`src/rtl/mem_arb_pkg.sv`:
```
// ---------------------------------------------------------------------------
// mem_arb_pkg
// Shared types and constants for the single-port memory arbiter:
//   arb_state_t : sequencer states (IDLE, REQ, RESP, DONE)
//   grant_t     : which requester owns the current access
//   LSU_*       : RV32I funct3 encodings for load/store size and sign
// ---------------------------------------------------------------------------
package mem_arb_pkg;

    typedef enum logic [1:0] {
        IDLE = 2'd0,
        REQ  = 2'd1,
        RESP = 2'd2,
        DONE = 2'd3
    } arb_state_t;

    typedef enum logic {
        GNT_IF = 1'b0,
        GNT_DM = 1'b1
    } grant_t;

    localparam logic [2:0] LSU_B  = 3'b000;
    localparam logic [2:0] LSU_H  = 3'b001;
    localparam logic [2:0] LSU_W  = 3'b010;
    localparam logic [2:0] LSU_BU = 3'b100;
    localparam logic [2:0] LSU_HU = 3'b101;

endpackage

```
`src/rtl/lsu_align.sv`:
```
// ---------------------------------------------------------------------------
// lsu_align
// Purely combinational byte-lane helper for the memory arbiter.
// Ports:
//   i_funct3    : access size/sign code
//   i_byteOff   : byte offset within the word (addr[1:0])
//   i_storeData : right-justified store data
//   i_loadWord  : raw word returned by memory
//   o_be        : store byte enables
//   o_laneData  : store data replicated onto the selected lanes
//   o_loadData  : extracted and sign/zero-extended load result
//   o_misalign  : access crosses its natural alignment
// ---------------------------------------------------------------------------
module lsu_align
    import mem_arb_pkg::*;
(
    input  logic [2:0]  i_funct3,
    input  logic [1:0]  i_byteOff,
    input  logic [31:0] i_storeData,
    input  logic [31:0] i_loadWord,
    output logic [3:0]  o_be,
    output logic [31:0] o_laneData,
    output logic [31:0] o_loadData,
    output logic        o_misalign
);

    logic [7:0]  w_byte;
    logic [15:0] w_half;

    // Store side: replicate the low byte/half across the word so the memory
    // only has to honour the byte enables. Misaligned halves/words keep the
    // truncated lane choice and are merely flagged.
    always_comb begin
        o_be       = 4'b1111;
        o_laneData = i_storeData;
        o_misalign = 1'b0;
        case (i_funct3[1:0])
            2'b00: begin
                o_be       = 4'b0001 << i_byteOff;
                o_laneData = {4{i_storeData[7:0]}};
            end
            2'b01: begin
                o_be       = 4'b0011 << {i_byteOff[1], 1'b0};
                o_laneData = {2{i_storeData[15:0]}};
                o_misalign = i_byteOff[0];
            end
            default: begin
                o_be       = 4'b1111;
                o_laneData = i_storeData;
                o_misalign = |i_byteOff;
            end
        endcase
    end

    // Load side: pick the addressed byte or half, then extend it. Unknown
    // codes fall back to returning the whole word.
    always_comb begin
        w_byte = i_loadWord[7:0];
        case (i_byteOff)
            2'd1:    w_byte = i_loadWord[15:8];
            2'd2:    w_byte = i_loadWord[23:16];
            2'd3:    w_byte = i_loadWord[31:24];
            default: w_byte = i_loadWord[7:0];
        endcase
        w_half = i_byteOff[1] ? i_loadWord[31:16] : i_loadWord[15:0];
        case (i_funct3)
            LSU_B:   o_loadData = {{24{w_byte[7]}}, w_byte};
            LSU_H:   o_loadData = {{16{w_half[15]}}, w_half};
            LSU_BU:  o_loadData = {24'h0, w_byte};
            LSU_HU:  o_loadData = {16'h0, w_half};
            LSU_W:   o_loadData = i_loadWord;
            default: o_loadData = i_loadWord;
        endcase
    end

endmodule

```
`src/rtl/mem_arbiter.sv`:
```
// ---------------------------------------------------------------------------
// mem_arbiter
// Arbitrates one shared memory port between instruction fetch and the
// load/store path, steers store lanes and aligns/extends load data.
// Optional feature macro: MEM_ARB_STARVE_GUARD_EN (forces a fetch grant
// after STARVE_LIMIT consecutive data grants while fetch is waiting).
// Ports:
//   clk, reset             : clock, async active-high reset
//   if_req/if_addr         : fetch request and address
//   if_rdata/if_valid      : fetched word and completion pulse
//   dm_req/dm_we/dm_funct3 : data request, store flag, size/sign code
//   dm_addr/dm_wdata       : data byte address and store data
//   dm_rdata               : aligned load result
//   mem_read_data_valid    : load completion pulse
//   mem_write_ready        : store completion pulse
//   misalign               : misaligned data access flag (with completion)
//   mem_req/mem_we/mem_addr/mem_wdata/mem_be : memory request side
//   mem_ack/mem_rvalid/mem_rdata             : memory response side
// ---------------------------------------------------------------------------
module mem_arbiter
    import mem_arb_pkg::*;
#(
    parameter int STARVE_LIMIT = 4
) (
    input  logic        clk,
    input  logic        reset,
    input  logic        if_req,
    input  logic [31:0] if_addr,
    output logic [31:0] if_rdata,
    output logic        if_valid,
    input  logic        dm_req,
    input  logic        dm_we,
    input  logic [2:0]  dm_funct3,
    input  logic [31:0] dm_addr,
    input  logic [31:0] dm_wdata,
    output logic [31:0] dm_rdata,
    output logic        mem_read_data_valid,
    output logic        mem_write_ready,
    output logic        misalign,
    output logic        mem_req,
    output logic        mem_we,
    output logic [31:0] mem_addr,
    output logic [31:0] mem_wdata,
    output logic [3:0]  mem_be,
    input  logic        mem_ack,
    input  logic        mem_rvalid,
    input  logic [31:0] mem_rdata
);

    arb_state_t  r_state;
    arb_state_t  w_nextState;
    grant_t      r_gnt;
    logic        r_we;
    logic [31:0] r_addr;
    logic [3:0]  r_be;
    logic [31:0] r_wdata;
    logic [2:0]  r_funct3;
    logic        r_misalign;
    logic [31:0] r_ifRdata;
    logic [31:0] r_dmRdata;

    logic        w_anyReq;
    logic        w_takeDm;
    logic        w_fetchFirst;
    logic [2:0]  w_alFunct3;
    logic [1:0]  w_alOff;
    logic [3:0]  w_alBe;
    logic [31:0] w_alWdata;
    logic [31:0] w_alRdata;
    logic        w_alMisalign;

    assign w_anyReq = dm_req | if_req;
    assign w_takeDm = dm_req & ~w_fetchFirst;

    // One aligner serves both directions: in IDLE it shapes the incoming
    // store, afterwards it decodes the load using the captured access.
    assign w_alFunct3 = (r_state == IDLE) ? dm_funct3    : r_funct3;
    assign w_alOff    = (r_state == IDLE) ? dm_addr[1:0] : r_addr[1:0];

    lsu_align u_align (
        .i_funct3    (w_alFunct3),
        .i_byteOff   (w_alOff),
        .i_storeData (dm_wdata),
        .i_loadWord  (mem_rdata),
        .o_be        (w_alBe),
        .o_laneData  (w_alWdata),
        .o_loadData  (w_alRdata),
        .o_misalign  (w_alMisalign)
    );

`ifdef MEM_ARB_STARVE_GUARD_EN
    localparam int CNT_W = $clog2(STARVE_LIMIT + 1);
    localparam logic [CNT_W-1:0] CNT_MAX = CNT_W'(STARVE_LIMIT);

    logic [CNT_W-1:0] r_starveCnt;

    // Counts data grants won while fetch was waiting; any fetch grant, or a
    // data grant with fetch idle, starts the count over.
    always_ff @(posedge clk or posedge reset) begin
        if (reset) begin
            r_starveCnt <= '0;
        end else if (r_state == IDLE && w_anyReq) begin
            if (!w_takeDm) begin
                r_starveCnt <= '0;
            end else if (if_req) begin
                r_starveCnt <= r_starveCnt + 1'b1;
            end else begin
                r_starveCnt <= '0;
            end
        end
    end

    assign w_fetchFirst = if_req && (r_starveCnt == CNT_MAX);
`else
    logic w_unusedStarveLimit;

    assign w_fetchFirst        = 1'b0;
    assign w_unusedStarveLimit = ^STARVE_LIMIT;
`endif

    // State register.
    always_ff @(posedge clk or posedge reset) begin
        if (reset) begin
            r_state <= IDLE;
        end else begin
            r_state <= w_nextState;
        end
    end

    // Next state and the per-state strobes. DONE never looks at requests so
    // a requester still holding its req cannot be re-granted back to back.
    always_comb begin
        w_nextState         = r_state;
        mem_req             = 1'b0;
        if_valid            = 1'b0;
        mem_read_data_valid = 1'b0;
        mem_write_ready     = 1'b0;
        misalign            = 1'b0;
        case (r_state)
            IDLE: begin
                if (w_anyReq) begin
                    w_nextState = REQ;
                end
            end
            REQ: begin
                mem_req = 1'b1;
                if (mem_ack) begin
                    w_nextState = r_we ? DONE : RESP;
                end
            end
            RESP: begin
                if (mem_rvalid) begin
                    w_nextState = DONE;
                end
            end
            DONE: begin
                w_nextState = IDLE;
                misalign    = r_misalign;
                if (r_gnt == GNT_IF) begin
                    if_valid = 1'b1;
                end else if (r_we) begin
                    mem_write_ready = 1'b1;
                end else begin
                    mem_read_data_valid = 1'b1;
                end
            end
            default: w_nextState = IDLE;
        endcase
    end

    // Access capture in IDLE and load-result capture in RESP. Fetches are
    // plain word reads, so their byte enables and write data stay zero.
    always_ff @(posedge clk or posedge reset) begin
        if (reset) begin
            r_gnt      <= GNT_IF;
            r_we       <= 1'b0;
            r_addr     <= '0;
            r_be       <= '0;
            r_wdata    <= '0;
            r_funct3   <= LSU_B;
            r_misalign <= 1'b0;
            r_ifRdata  <= '0;
            r_dmRdata  <= '0;
        end else begin
            if (r_state == IDLE && w_anyReq) begin
                if (w_takeDm) begin
                    r_gnt      <= GNT_DM;
                    r_we       <= dm_we;
                    r_addr     <= dm_addr;
                    r_funct3   <= dm_funct3;
                    r_be       <= dm_we ? w_alBe : 4'b0000;
                    r_wdata    <= dm_we ? w_alWdata : 32'h0;
                    r_misalign <= w_alMisalign;
                end else begin
                    r_gnt      <= GNT_IF;
                    r_we       <= 1'b0;
                    r_addr     <= if_addr;
                    r_funct3   <= LSU_W;
                    r_be       <= 4'b0000;
                    r_wdata    <= 32'h0;
                    r_misalign <= 1'b0;
                end
            end
            if (r_state == RESP && mem_rvalid) begin
                if (r_gnt == GNT_IF) begin
                    r_ifRdata <= mem_rdata;
                end else begin
                    r_dmRdata <= w_alRdata;
                end
            end
        end
    end

    assign mem_we    = r_we;
    assign mem_addr  = {r_addr[31:2], 2'b00};
    assign mem_be    = r_be;
    assign mem_wdata = r_wdata;
    assign if_rdata  = r_ifRdata;
    assign dm_rdata  = r_dmRdata;

endmodule

```
`config.mk`:
```
export PLATFORM = sky130hd
export DESIGN_NAME = mem_arbiter
export DESIGN_NICKNAME = d
export VERILOG_FILES = /design/src/rtl/mem_arb_pkg.sv /design/src/rtl/lsu_align.sv /design/src/rtl/mem_arbiter.sv
export SDC_FILE = /design/constraint.sdc
export NUM_CORES = 1
export LEC_CHECK = 0
export ABC_AREA = 1
export CELL_PAD_IN_SITES_DETAIL_PLACEMENT = 1
export CELL_PAD_IN_SITES_GLOBAL_PLACEMENT = 1
export CORE_ASPECT_RATIO = 0.7
export CORE_MARGIN = 2
export CORE_UTILIZATION = 31
export CTS_CLUSTER_DIAMETER = 200
export DETAILED_ROUTE_END_ITERATION = 12
export HOLD_SLACK_MARGIN = 0.06
export MAX_ROUTING_LAYER = met4
export PLACE_DENSITY_LB_ADDON = 0.1
export SETUP_SLACK_MARGIN = 0.02
export SLEW_MARGIN = 20
export SYNTH_ARGS = -nofsm -noshare
export SYNTH_HDL_FRONTEND = slang
export SYNTH_HIERARCHICAL = 1
export SYNTH_SLANG_ARGS = --single-unit
export TNS_END_PERCENT = 5
```
`constraint.sdc`:
```
create_clock -name clk -period 5 [get_ports clk]
set_input_delay 0.75 -clock clk [delete_from_list [all_inputs] [get_ports clk]]
set_output_delay 0.75 -clock clk [all_outputs]
set_load 0.02 [all_outputs]
```
Yosys cells after proc, flatten, opt, wreduce, memory -nomap -nowiden

Index checks and enable logic that the tools add are counted.

Bits in latches: 0
Bits in writable memories: 0
Bits in read-only memories: 0
Memories: 0
Flip-flop bits (word level): 140
Input port bits: 138

$mul: 0
Bitwise operators: 2
$lt $le $gt $ge: 0
Reduce and logical (&&, ||, !) cells: 9
Add/subtract/negate cells: 0
Muxes and demuxes: 32
Div/mod/pow operators: 0
Equal/unequal tests: 13
Shift operators: 2

Operator list:

| cell                | count |
|---|---|
| $pmux 32 s4         | 1 |
| $mux 32             | 3 |
| $pmux 32 s2         | 1 |
| $pmux 8 s3          | 1 |
| $mux 16             | 1 |
| $mux 1              | 14 |
| $eq 2x2->1 const B  | 4 |
| $mux 2              | 4 |
| $mux 4              | 2 |
| $pmux 2 s4          | 1 |
| $pmux 4 s2          | 1 |
| $eq 2x1->1 const B  | 3 |
| $eq 3x3->1 const B  | 2 |
| $mux 3              | 2 |
| $ne 2x2->1 const B  | 3 |
| $logic_not 2->1     | 2 |
| $reduce_and 2->1    | 2 |
| $shl 1x2->4 const A | 1 |
| $shl 2x2->4 const A | 1 |
| $eq 3x1->1 const B  | 1 |
| $logic_not 3->1     | 1 |
| $reduce_and 3->1    | 1 |
| $logic_and 1x1->1   | 2 |
| $pmux 1 s2          | 1 |
| 3 further kinds     | 3 |

Longest topological paths before layout

Depth after elaboration: 6
Depth in mapped cells: 15
Mapped depth without buffers: 12

By module

Netlist, hierarchy kept.

By module, submodules not included:

| module      | area each (µm²) | sequential area each (µm²) | instances | cells an instance |
|---|---|---|---|---|
| mem_arbiter | 6221.0          | 3503.4                     | 1         | 766 |
| lsu_align   | 1197.4          | 0.0                        | 1         | 251 |

Worst setup path after synthesis

No wires, ideal clock.

Path kind: register -> register
Start point: register r_state[0]
End point: register r_misalign
Slack: 2738 ps
Stages on the path, launching flop included: 13
Setup time: 83 ps
Clock period less this slack: 2262 ps
Data arrival time: 2179 ps
Cell sequence: dfrtp_1 -> inv_1 -> ha_1 -> buf_2 -> inv_1 -> nor2_1 -> a21oi_1 -> buf_2 -> buf_2 -> nand2_1 -> a21oi_1 -> nand2_1 -> o21ai_0

Longest elaborated chain between the ends: 5
Elaborated cells on any way between the ends: 9
Classes of those cells: eq/ne: 1; mux: 4; reduce/logical: 4

Ends and longest elaborated chain:

| element                                       | RTL line           | source |
|---|---|---|
| start: declaration                            | mem_arbiter.sv:50  | `arb_state_t r_state;` |
| start signal: assignment                      | mem_arbiter.sv:126 | `r_state <= w_nextState;` |
| $logic_not 2->1 *                             | mem_arbiter.sv:77  | `assign w_alFunct3 = (r_state == IDLE) ? dm_funct3 : r_funct3;` |
| $mux 3 *                                      | mem_arbiter.sv:77  |  |
| named net w_alFunct3[1]                       | mem_arbiter.sv:65  | `logic [2:0] w_alFunct3;` |
| $eq 2x1->1 or $logic_not 2->1 (tied branches) | lsu_align.sv:37    | `case (i_funct3[1:0])` |
| $pmux 1 s2 *                                  | lsu_align.sv:37    |  |
| named net w_alMisalign                        | mem_arbiter.sv:70  | `logic w_alMisalign;` |
| $mux 1 *                                      | mem_arbiter.sv:186 | `if (w_takeDm) begin` |
| end signal: assignment                        | mem_arbiter.sv:193 | `r_misalign <= w_alMisalign;` |
| end: declaration                              | mem_arbiter.sv:58  | `logic r_misalign;` |

The timed path passes the listed nets; every way through them passes the cells marked *.
A chain may end at the register's enable or synchronous reset.

Worst setup path after layout

Start point: register r_state[0]
End point: register r_dmRdata[19], in the netlist dm_rdata[19]

Elaborated cells on any way between the ends: 16
Classes of those cells: eq/ne: 7; mux: 5; reduce/logical: 4

RTL lines:

| element                                  | RTL line           | source |
|---|---|---|
| $logic_not 2->1 *                        | mem_arbiter.sv:77  |  |
| $mux 3 *                                 | mem_arbiter.sv:77  |  |
| named net w_alFunct3[1]                  | mem_arbiter.sv:65  |  |
| $eq 3x3->1, or another cell as far along | lsu_align.sv:66    | `case (i_funct3)` |
| $pmux 32 s4 *                            | lsu_align.sv:66    |  |
| named net w_alRdata[19]                  | mem_arbiter.sv:69  | `logic [31:0] w_alRdata;` |
| end signal: assignment                   | mem_arbiter.sv:208 | `r_dmRdata <= w_alRdata;` |
| end: declaration                         | mem_arbiter.sv:60  | `logic [31:0] r_dmRdata;` |

Marks and branches as above.

==> flow_metrics.tcl <==
set metrics [dict create \
    slowest_delay_ns 0.55 \
    p_sw_uw 2960 \
    required_ns 5.28 \
    grt_max_degree 90 \
    core_area_um2 23600 \
    grt_antenna_before_repair 1 \
    avgViaCountPerCell 4.52 \
    wl_mm 25.9 \
    numCtsBuffers 17 \
    cts_setup_buffers 0 \
    finalCritPeriodShare 0.681 \
    ant_nets 0 \
    utilization 0.450 \
    grt_overflow 0 \
    vdd_drop_max_mv 0.297 \
    synth_seq_area_share 0.472 \
    cpMostUsedCell "inv_1" \
    skew_ns 0.00749 \
    synth_area_leaders "dfrtp_1, nand2_1, o21ai_0" \
    swShare 0.435 \
    rsz0062_at_grt "no" \
    insertion_delay_ns 0.43 \
    start_util 0.315 \
    cts_hold_buffers 0 \
    fin_nets 1369 \
    grt_use_total 0.218 \
    timing.fmax_ghz 0.294 \
    drc 0 \
    drt_iter0_drc 459 \
    finalSetupViolCount 0 \
    grt_pass1_vias 7119 \
    ioPinCount 276 \
    period_needed_ns 3.41 \
    internal_power_uw 3850 \
    r2r_slack_ns 1.59 \
    hold_viol_final 0 \
    p_leak_uw 0.00541 \
    cts_root_buf "clkbuf_16" \
    r2r-end "dm_rdata[19]" \
    num_vias 7041 \
    dieArea_um2 25200 \
    startpoint_type "flip-flop" \
    final_cell_mix "nand2_1, clkdlybuf4s50_1, dfrtp_1" \
    p_seq_frac 0.286 \
    synth_cell_types 26 \
    syn_inst 1017 \
    die_w_um 189 \
    cts.htree.levels 4 \
    critPathMaxFanout 57 \
    dieHeight_um 133 \
    min_path_cells 2 \
    path_cells "inv_1 -> ha_1 -> inv_1 -> a21oi_4 -> buf_4 -> nor2_4 -> inv_2 -> nor2_2 -> nand2_2 -> nand3_2 -> inv_1 -> o21ai_0" \
    area_growth_pct 43.1 \
    clk_pin_slew_ns 0.06 \
    final_common_cell "nand2_1" \
    fin_ws_ns 1.59 \
    pwr_density_cell_nw_per_um2 642 \
    yosysTopAreaCell "dfrtp_1" \
    outcome "finished clean" \
    setup.worst_path.class "reg2reg" \
    crit_path_end_kind "flip-flop" \
    p_clk_frac 0.187 \
    dpl-instance-area_um2 10000 \
    cap_violations 0 \
    gp_congestion 0.762 \
    holdWs_ns 0.472 \
    wl_per_cell_um 16.7 \
    drv_slew 0 \
    design_area_um2 10600 \
    arrival_ns 3.69 \
    nFillCells 2889 \
    avgSynthCellArea_um2 7.29 \
    yosys_register_bits 140 \
    hold_class "reg2reg" \
    regToRegStartpoint "r_state[0]" \
    antenna_cells 0 \
    grt_pass1_wl_mm 41.0 \
    syn_area_um2 7420 \
    slowest_stage "buf_4" \
    hold_path.startpoint "mem_wdata[19]" \
    cts_sinks 140 \
    ctsLongestPathBuffers 2 \
    hpwl_mm 18.9 \
    worst_slew_pin_slew_ns 0.926 \
    numPortBuffers 273 \
    layout-drive-gt1-share 0.0557 \
    fin_setup_tns_ns 0 \
    cts_tree "built" \
    synth-warning-count 6 \
    max_slew_margin 0.381 \
    reg2reg_depth 12 \
    holdPathEnd "mem_wdata[19]" \
    dr.pass1.iters 5 \
    cts_resized 0 \
    synth_top_area_frac 0.472 \
    p_comb_frac 0.527 \
    rows 47 \
    post-place-ws_ns 1.39 \
]
## power by group through the flow
stage | sequential (uW) | combinational (uW) | clock [uW]
floorplan | 2380 | 1780 | 0
global route | 2020 | 3960 | 1340
detailed placement | 1960 | 3620 | 0
finish | 1950 | 3590 | 1270
CTS | 1960 | 3650 | 1300
global placement | 1950 | 3580 | 0
## critical path: cells and delay by family, from the launching register on
kind,cells,cell delay [ns]
AOI/OAI and AO/OA,2,0.30
and+or+nand+nor,4,0.71
adders and majority gates,1,0.48
DFF,1,0.44
buffers and inverters,5,1.28
## final cells by class
| type | count | area [um2] | area share |
|---|---|---|---|
| clock inverters | 11 | 119 | 0.0112 |
| well taps | 318 | 398 | 0.0375 |
| clock buffers | 21 | 460 | 0.0434 |
| flip-flops and latches | 140 | 3500 | 0.330 |
| multi-input cells | 689 | 2980 | 0.280 |
| inverters | 98 | 375 | 0.0354 |
| repair buffers | 280 | 2790 | 0.262 |
## layer usage
metal / track usage / wire length [um] / up-vias
met2: 0.309 / 11000 / 184
met1: 0.315 / 13200 / 3358
met3: 0.0537 / 1490 / 13
met5: - / 0 / -
li1: - / - / 3486
met4: 0.0456 / 162 / 0
## registers in the layout, indices dropped and copies added (netlist names)
name / cells
r_gnt: 1
r_misalign: 1
r_funct3: 3
mem_be: 4
mem_wdata: 32
mem_we: 1
r_addr: 32
dm_rdata: 32
r_state: 2
if_rdata: 32
## synthesized netlist by cell type (all sizes together)
cell and number:
nand2 505, a21oi 13, o211ai 3, buf 79, conb 1, nand4 2
a22oi 1, o21ai 89, clkbuf 12, nor2 19, o22ai 3, ha 5
dfrtp 140, inv 98, nor3 2, nand3 45
## how the worst max path moves through the flow
stage	end	cells past startpoint	startpoint	slack (ns)
final	dm_rdata[19]	12	r_state[0]	1.59
after global routing	dm_rdata[30]	13	r_state[0]	1.29
after CTS	dm_rdata[19]	12	r_state[0]	1.57
after detailed placement	r_addr[1]	7	dm_req	1.39
after global placement	r_addr[0]	7	dm_req	1.44
after floorplan	dm_rdata[0]	1	reset	0.50
## per-stage QoR
step	instances	power (uW)
after floorplan	1018	4150
after global placement	1525	5530
after detailed placement	1525	5590
after CTS	1557	6910
after global routing	1557	7320
final	1557	6820
## logic make-up after synthesis
group / count (synthesis) / synth area share
other: 1 / 0.000506
adder cells (fa/ha/maj): 5 / 0.00843
AND/OR/NAND/NOR: 573 / 0.315
buffers and inverters: 189 / 0.129
flip-flops: 140 / 0.472
AO/OA/AOI/OAI: 109 / 0.0754
Note: power is estimated with default switching activity, not from simulation.
